File: src/rtl/serial_adder_if.sv
`default_nettype none
// ============================================================================
// Module      : serial_adder_if
// Description : Request/result bundle for the bit-serial adder. The master
//               side issues start with operands; the slave side returns
//               busy/done and the registered sum. The ovf signal exists only
//               when SERIAL_ADDER_OVF_EN is defined.
// Revision    : 1.0 - initial release
// ============================================================================
interface serial_adder_if #(
    parameter int WIDTH = 8
);
    logic             start;
    logic [WIDTH-1:0] a;
    logic [WIDTH-1:0] b;
    logic             cin;
    logic             busy;
    logic             done;
    logic [WIDTH-1:0] soma;
    logic             cout;
`ifdef SERIAL_ADDER_OVF_EN
    logic             ovf;

    modport master (output start, a, b, cin, input busy, done, soma, cout, ovf);
    modport slave  (input start, a, b, cin, output busy, done, soma, cout, ovf);
`else
    modport master (output start, a, b, cin, input busy, done, soma, cout);
    modport slave  (input start, a, b, cin, output busy, done, soma, cout);
`endif
endinterface
`default_nettype wire

File: src/rtl/serial_adder.sv
`default_nettype none
// ============================================================================
// Module      : serial_adder
// Description : Bit-serial WIDTH-bit adder built from one full-adder cell and
//               a carry flop. Operands are shifted out LSB first, one bit per
//               clock; the sum is assembled in a result register and
//               published to soma/cout only on completion.
//               Optional macro SERIAL_ADDER_OVF_EN adds the signed overflow
//               output ovf.
// Revision    : 1.0 - initial release
// ============================================================================
module serial_adder #(
    parameter int WIDTH = 8
) (
    input  wire logic       clk,
    input  wire logic       rst_n,
    serial_adder_if.slave   bus
);

    localparam int            CW     = (WIDTH > 2) ? $clog2(WIDTH) : 1;
    localparam logic [CW-1:0] c_LAST = CW'(WIDTH - 1);

    typedef enum logic [1:0] {
        S_IDLE = 2'd0,
        S_RUN  = 2'd1,
        S_DONE = 2'd2
    } state_t;

    state_t           state_q, state_d;
    logic [WIDTH-1:0] a_q, a_d;
    logic [WIDTH-1:0] b_q, b_d;
    logic [WIDTH-1:0] res_q, res_d;
    logic [WIDTH-1:0] soma_q, soma_d;
    logic [CW-1:0]    cnt_q, cnt_d;
    logic             carry_q, carry_d;
    logic             cout_q, cout_d;
`ifdef SERIAL_ADDER_OVF_EN
    logic             ovf_q, ovf_d;
`endif

    logic w_fa_sum;
    logic w_fa_carry;
    logic w_last;

    // The single full-adder cell: operand LSBs plus the stored carry.
    assign w_fa_sum   = a_q[0] ^ b_q[0] ^ carry_q;
    assign w_fa_carry = (a_q[0] & b_q[0]) | (carry_q & (a_q[0] ^ b_q[0]));
    assign w_last     = (cnt_q == c_LAST);

    // State register; reset aborts any addition in flight.
    always_ff @(posedge clk or negedge rst_n) begin
        if (!rst_n) begin
            state_q <= S_IDLE;
        end else begin
            state_q <= state_d;
        end
    end

    // Datapath registers: shifters, carry, counter, result and published sum.
    always_ff @(posedge clk or negedge rst_n) begin
        if (!rst_n) begin
            a_q     <= '0;
            b_q     <= '0;
            res_q   <= '0;
            soma_q  <= '0;
            cnt_q   <= '0;
            carry_q <= 1'b0;
            cout_q  <= 1'b0;
`ifdef SERIAL_ADDER_OVF_EN
            ovf_q   <= 1'b0;
`endif
        end else begin
            a_q     <= a_d;
            b_q     <= b_d;
            res_q   <= res_d;
            soma_q  <= soma_d;
            cnt_q   <= cnt_d;
            carry_q <= carry_d;
            cout_q  <= cout_d;
`ifdef SERIAL_ADDER_OVF_EN
            ovf_q   <= ovf_d;
`endif
        end
    end

    // Next-state and datapath control. A capture in IDLE or DONE overrides
    // the default transition, which is what makes back-to-back work.
    always_comb begin
        state_d = state_q;
        a_d     = a_q;
        b_d     = b_q;
        res_d   = res_q;
        soma_d  = soma_q;
        cnt_d   = cnt_q;
        carry_d = carry_q;
        cout_d  = cout_q;
`ifdef SERIAL_ADDER_OVF_EN
        ovf_d   = ovf_q;
`endif

        case (state_q)
            S_IDLE: begin
                state_d = S_IDLE;
            end
            S_RUN: begin
                res_d   = {w_fa_sum, res_q[WIDTH-1:1]};
                carry_d = w_fa_carry;
                a_d     = a_q >> 1;
                b_d     = b_q >> 1;
                cnt_d   = cnt_q + CW'(1);
                if (w_last) begin
                    // Publish on the last bit; the MSB sum bit goes straight
                    // into soma rather than via the result register.
                    soma_d  = {w_fa_sum, res_q[WIDTH-1:1]};
                    cout_d  = w_fa_carry;
`ifdef SERIAL_ADDER_OVF_EN
                    // carry_q here is the carry into the MSB position.
                    ovf_d   = carry_q ^ w_fa_carry;
`endif
                    state_d = S_DONE;
                end
            end
            S_DONE: begin
                state_d = S_IDLE;
            end
            default: begin
                state_d = S_IDLE;
            end
        endcase

        if ((state_q != S_RUN) && bus.start) begin
            a_d     = bus.a;
            b_d     = bus.b;
            carry_d = bus.cin;
            cnt_d   = '0;
            res_d   = '0;
            state_d = S_RUN;
        end
    end

    assign bus.busy = (state_q == S_RUN);
    assign bus.done = (state_q == S_DONE);
    assign bus.soma = soma_q;
    assign bus.cout = cout_q;
`ifdef SERIAL_ADDER_OVF_EN
    assign bus.ovf  = ovf_q;
`endif

endmodule
`default_nettype wire

File: src/flat_wrapper.sv
// flat-port wrapper written by rule: the top's interface ports become plain ports
module serial_adder_flat 
#(
    parameter int WIDTH = 8
)
  (clk, rst_n, bus_start, bus_a, bus_b, bus_cin, bus_busy, bus_done, bus_soma, bus_cout);
  serial_adder_if #(.WIDTH(WIDTH)) bus_i ();
  input  wire logic clk;
  input  wire logic rst_n;
  input wire logic [$bits(bus_i.start)-1:0] bus_start;
  input wire logic [$bits(bus_i.a)-1:0] bus_a;
  input wire logic [$bits(bus_i.b)-1:0] bus_b;
  input wire logic [$bits(bus_i.cin)-1:0] bus_cin;
  output wire logic [$bits(bus_i.busy)-1:0] bus_busy;
  output wire logic [$bits(bus_i.done)-1:0] bus_done;
  output wire logic [$bits(bus_i.soma)-1:0] bus_soma;
  output wire logic [$bits(bus_i.cout)-1:0] bus_cout;
  assign bus_i.start = bus_start;
  assign bus_i.a = bus_a;
  assign bus_i.b = bus_b;
  assign bus_i.cin = bus_cin;
  assign bus_busy = bus_i.busy;
  assign bus_done = bus_i.done;
  assign bus_soma = bus_i.soma;
  assign bus_cout = bus_i.cout;
  serial_adder #(.WIDTH(WIDTH)) u_core (.clk(clk), .rst_n(rst_n), .bus(bus_i));
endmodule
File: config.mk
export PLATFORM = sky130hd
export DESIGN_NAME = serial_adder_flat
export DESIGN_NICKNAME = d
export VERILOG_FILES = /design/src/rtl/serial_adder_if.sv /design/src/rtl/serial_adder.sv /design/src/flat_wrapper.sv
export SDC_FILE = /design/constraint.sdc
export NUM_CORES = 1
export LEC_CHECK = 0
export ABC_CLOCK_PERIOD_IN_PS = 1900
export BUFFER_PORTS_ARGS = -buffer_cell sky130_fd_sc_hd__buf_2
export CORE_MARGIN = 2
export CORE_UTILIZATION = 55
export CTS_CLUSTER_DIAMETER = 80
export CTS_CLUSTER_SIZE = 14
export DETAILED_ROUTE_END_ITERATION = 8
export PLACE_DENSITY = 0.78
export SLEW_MARGIN = 20
export SYNTH_ARGS = -nofsm -noshare
export SYNTH_HDL_FRONTEND = slang
export SYNTH_SLANG_ARGS = --single-unit
File: constraint.sdc
create_clock -name clk -period 1.9 [get_ports clk]
set_input_delay 0.19 -clock clk [delete_from_list [all_inputs] [get_ports clk]]
set_output_delay 0.19 -clock clk [all_outputs]
set_load 0.05 [all_outputs]
==> impl_metrics.yaml <==
power:
  power_density_nw_per_um2: 1560
  pwr-share-clk_pct: 13.4
  combPwrFrac_pct: 45.4
  switching_share_pct: 36.0
  seq_power_share_pct: 41.2
  internal_power_mw: 2.04
  leakage_nw: 1.03
  ir_worst_vdd_uv: 977
  p_switching_mw: 1.15
clock_network:
  clk_latency_ns: 0.34
  cts_made_buffers: 5
  clock-root-buffer: "clkbuf_4"
  clockBufferDepth: 2
  clkTransAtPathRegs_ns: 0.10
  htreeDepth: 2
  cts_tree: "built"
  cts.repair.resized: 0
  cts_hold_buf: 1
  postCtsSetupRepairBufs: 0
  clock_sinks: 38
global_routing:
  grt_max_degree: 39
  grt_usage_pct: 17.2
  grt_pass1_vias: 987
  overflow: 0
  grt_pass1_wl_um: 4510
  antenna_found_initial: 0
timing:
  min_period_over_period_pct: 89.8
  whs_ns: 0.105
  finalHoldViolations: 0
  fin_crit_ns: 1.71
  slew_headroom_pct: 45.9
  worstMarginPinSlew_ns: 0.811
  setup_viol: 0
  finClkSkew_ns: 0.00908
  drv_slew: 0
  rsz0062_at_grt: "false"
  setup_tns_ns: 0
  fmax_ghz: 0.586
layout:
  postLayoutCellArea_um2: 2040
  instances_no_fill: 197
  antenna_cells: 0
  layout.nets: 175
  syn2layout_area_growth_pct: 13.9
  drive_gt1_share_pct: 58.2
placement:
  dp_cells: 188
  hpwlAfterDp_um: 1910
  gp_congestion: 0.697
  dpl_cell_area_um2: 1970
  io_buffer_count: 30
logic_synthesis:
  ys_top_cells_by_area: "dfrtp_1, mux2_2, mux2_4"
  ys_warn_count: 0
  synth_fp_nets: 140
  post_synth.cell_area_avg_um2: 15.3
  post_synth_num_cell_types: 15
  ys_ff_latch: 38
  seq_area_frac_synth_pct: 53.0
  syn_area_um2: 1790
  synth_top_area_share_pct: 53.0
  postSynthCellCount: 117
  yosysTopAreaCell: "dfrtp_1"
worst_setup_path:
  path_cells: "nand2b_1 > inv_1 > buf_2"
  critPathTopFamily: "buffers and inverters"
  criticalPathCategory: "reg2out"
  cp-end-kind: "primary output"
  critPathLaunchType: "flop"
  cp.arrival_ns: 1.52
  required_ns: 1.71
  slowest_delay_ns: 0.39
  critPathSlowestCell: "dfrtp_1"
  regToRegEndpoint: "u_core.bus.soma[2]$_DFFE_PN0P_"
  crit_buf_inv: 2
  rr_startpoint: "u_core.cnt_q[0]$_DFFE_PN0P_"
  ff2ff_path_depth: 4
  critPathMaxFanout: 7
  reg2reg_setup_slack_ns: 0.21
min_path:
  holdPathEnd: "u_core.a_q[7]$_DFFE_PN0P_"
  hold_path_depth: 3
  hold_path.class: "in2reg"
  hold_start: "bus_a[7]"
floorplanning:
  fp.coreArea_um2: 3080
  rows: 20
  die-height_um: 61.1
  ios: 31
  start_util_pct: 58.3
  dieWidth_um: 61.1
  dieArea_um2: 3730
routing:
  finalWirelength_um: 2730
  postRouteAntennaNets: 0
  post-route-drc-count: 0
  first_pass_iters: 3
  wl_per_cell_um: 13.8
  drtIter0Drc: 17
  via_per_inst: 5.06
  num_vias: 997
run:
  maxCapViolCount: 0
outcome:
  status: "finished clean"
## flip-flops by register name, indices dropped and copies added (netlist names)
register,cells
u_core.state_q,2
u_core.res_q,7
u_core.bus.soma,8
u_core.a_q,8
u_core.b_q,8
u_core.carry_q,1
u_core.bus.cout,1
u_core.cnt_q,3
## worst max-delay path by stage
stage | start | endpoint | slack [ns] | cells after the start
after global routing | u_core.state_q[1]$_DFFE_PN0P_ | bus_busy | 0.07 | 3
after detailed placement | u_core.cnt_q[0]$_DFFE_PN0P_ | u_core.bus.soma[4]$_DFFE_PN0P_ | 0.22 | 4
after floorplan | u_core.cnt_q[0]$_DFFE_PN0P_ | u_core.bus.cout$_DFFE_PN0P_ | 0.41 | 5
final | u_core.state_q[1]$_DFFE_PN0P_ | bus_busy | 0.19 | 3
after global placement | u_core.cnt_q[0]$_DFFE_PN0P_ | u_core.bus.soma[0]$_DFFE_PN0P_ | 0.29 | 4
after CTS | u_core.state_q[1]$_DFFE_PN0P_ | bus_busy | 0.16 | 3
## per-layer routing
| metal | vias to the layer above | share of wire (%) | global-route usage [%] |
|---|---|---|---|
| met5 | - | 0 | 0 |
| met4 | 0 | 1.4 | 8.39 |
| met3 | 4 | 4.9 | 5.46 |
| met2 | 21 | 49 | 25.5 |
| met1 | 503 | 45 | 23.1 |
| li1 | 469 | - | - |
## Yosys cell counts (all sizes together)
| master | count |
|---|---|
| mux2 | 48 |
| buf | 7 |
| nor2 | 2 |
| nor2b | 10 |
| inv | 2 |
| mux2i | 3 |
| nand2b | 2 |
| nand3b | 1 |
| o21a | 1 |
| ha | 2 |
| fa | 1 |
| dfrtp | 38 |
## through the flow
stage | utilization [%] | setup WS, ns | power (mW)
after floorplan | - | 0.412 | 2.48
after global placement | 64.1 | 0.285 | 2.72
after detailed placement | 64.1 | 0.219 | 2.79
after CTS | 66.3 | 0.159 | 3.24
after global routing | 66.3 | 0.0658 | 3.40
final | 66.3 | 0.194 | 3.19
## tightest hold or removal path: stages
cell and delay (ns):
buf_2 0.08, mux2i_1 0.05, nor2_1 0.08
## cell usage in the layout, fill, tap and decap left out, drive strengths merged
master	n
mux2	48
dfrtp	38
buf	34
nor2b	10
clkbuf	7
mux2i	3
nand2b	2
inv	2
nor2	2
ha	2
nand3b	1
o21a	1
fa	1
clkinv	1
dlygate4sd3	1
## power by group through the flow
| stage | clock network, mW | logic (mW) | registers, mW |
|---|---|---|---|
| 2_1_floorplan | 0 | 0.917 | 1.56 |
| 3_3_place_gp | 0 | 1.41 | 1.31 |
| 3_5_place_dp | 0 | 1.46 | 1.33 |
| 4_1_cts | 0.449 | 1.47 | 1.32 |
| 5_1_grt | 0.485 | 1.55 | 1.36 |
| 6_report | 0.428 | 1.45 | 1.31 |
## cells by family (layout without fill, tap and decap cells)
kind of cell | Yosys count | after routing | share of synthesized area (%)
fa+ha+maj | 3 | 3 | 2.51
mux | 51 | 51 | 34.8
buf+inv | 9 | 45 | 4.26
simple gates | 15 | 15 | 5.02
flops | 38 | 38 | 53.0
compound gates | 1 | 1 | 0.419
## cell type report
cell class                      instances  area (µm²)
Fill cell                             235        1040
Clock inverter                          1        5.00
Inverter                                2        7.51
Timing Repair Buffer                   35         203
Multi-Input combinational cell         70         766
Clock buffer                            7        55.1
Tap cell                               44        55.1
Sequential cell                        38         951
(Power assumes the default switching activity.)
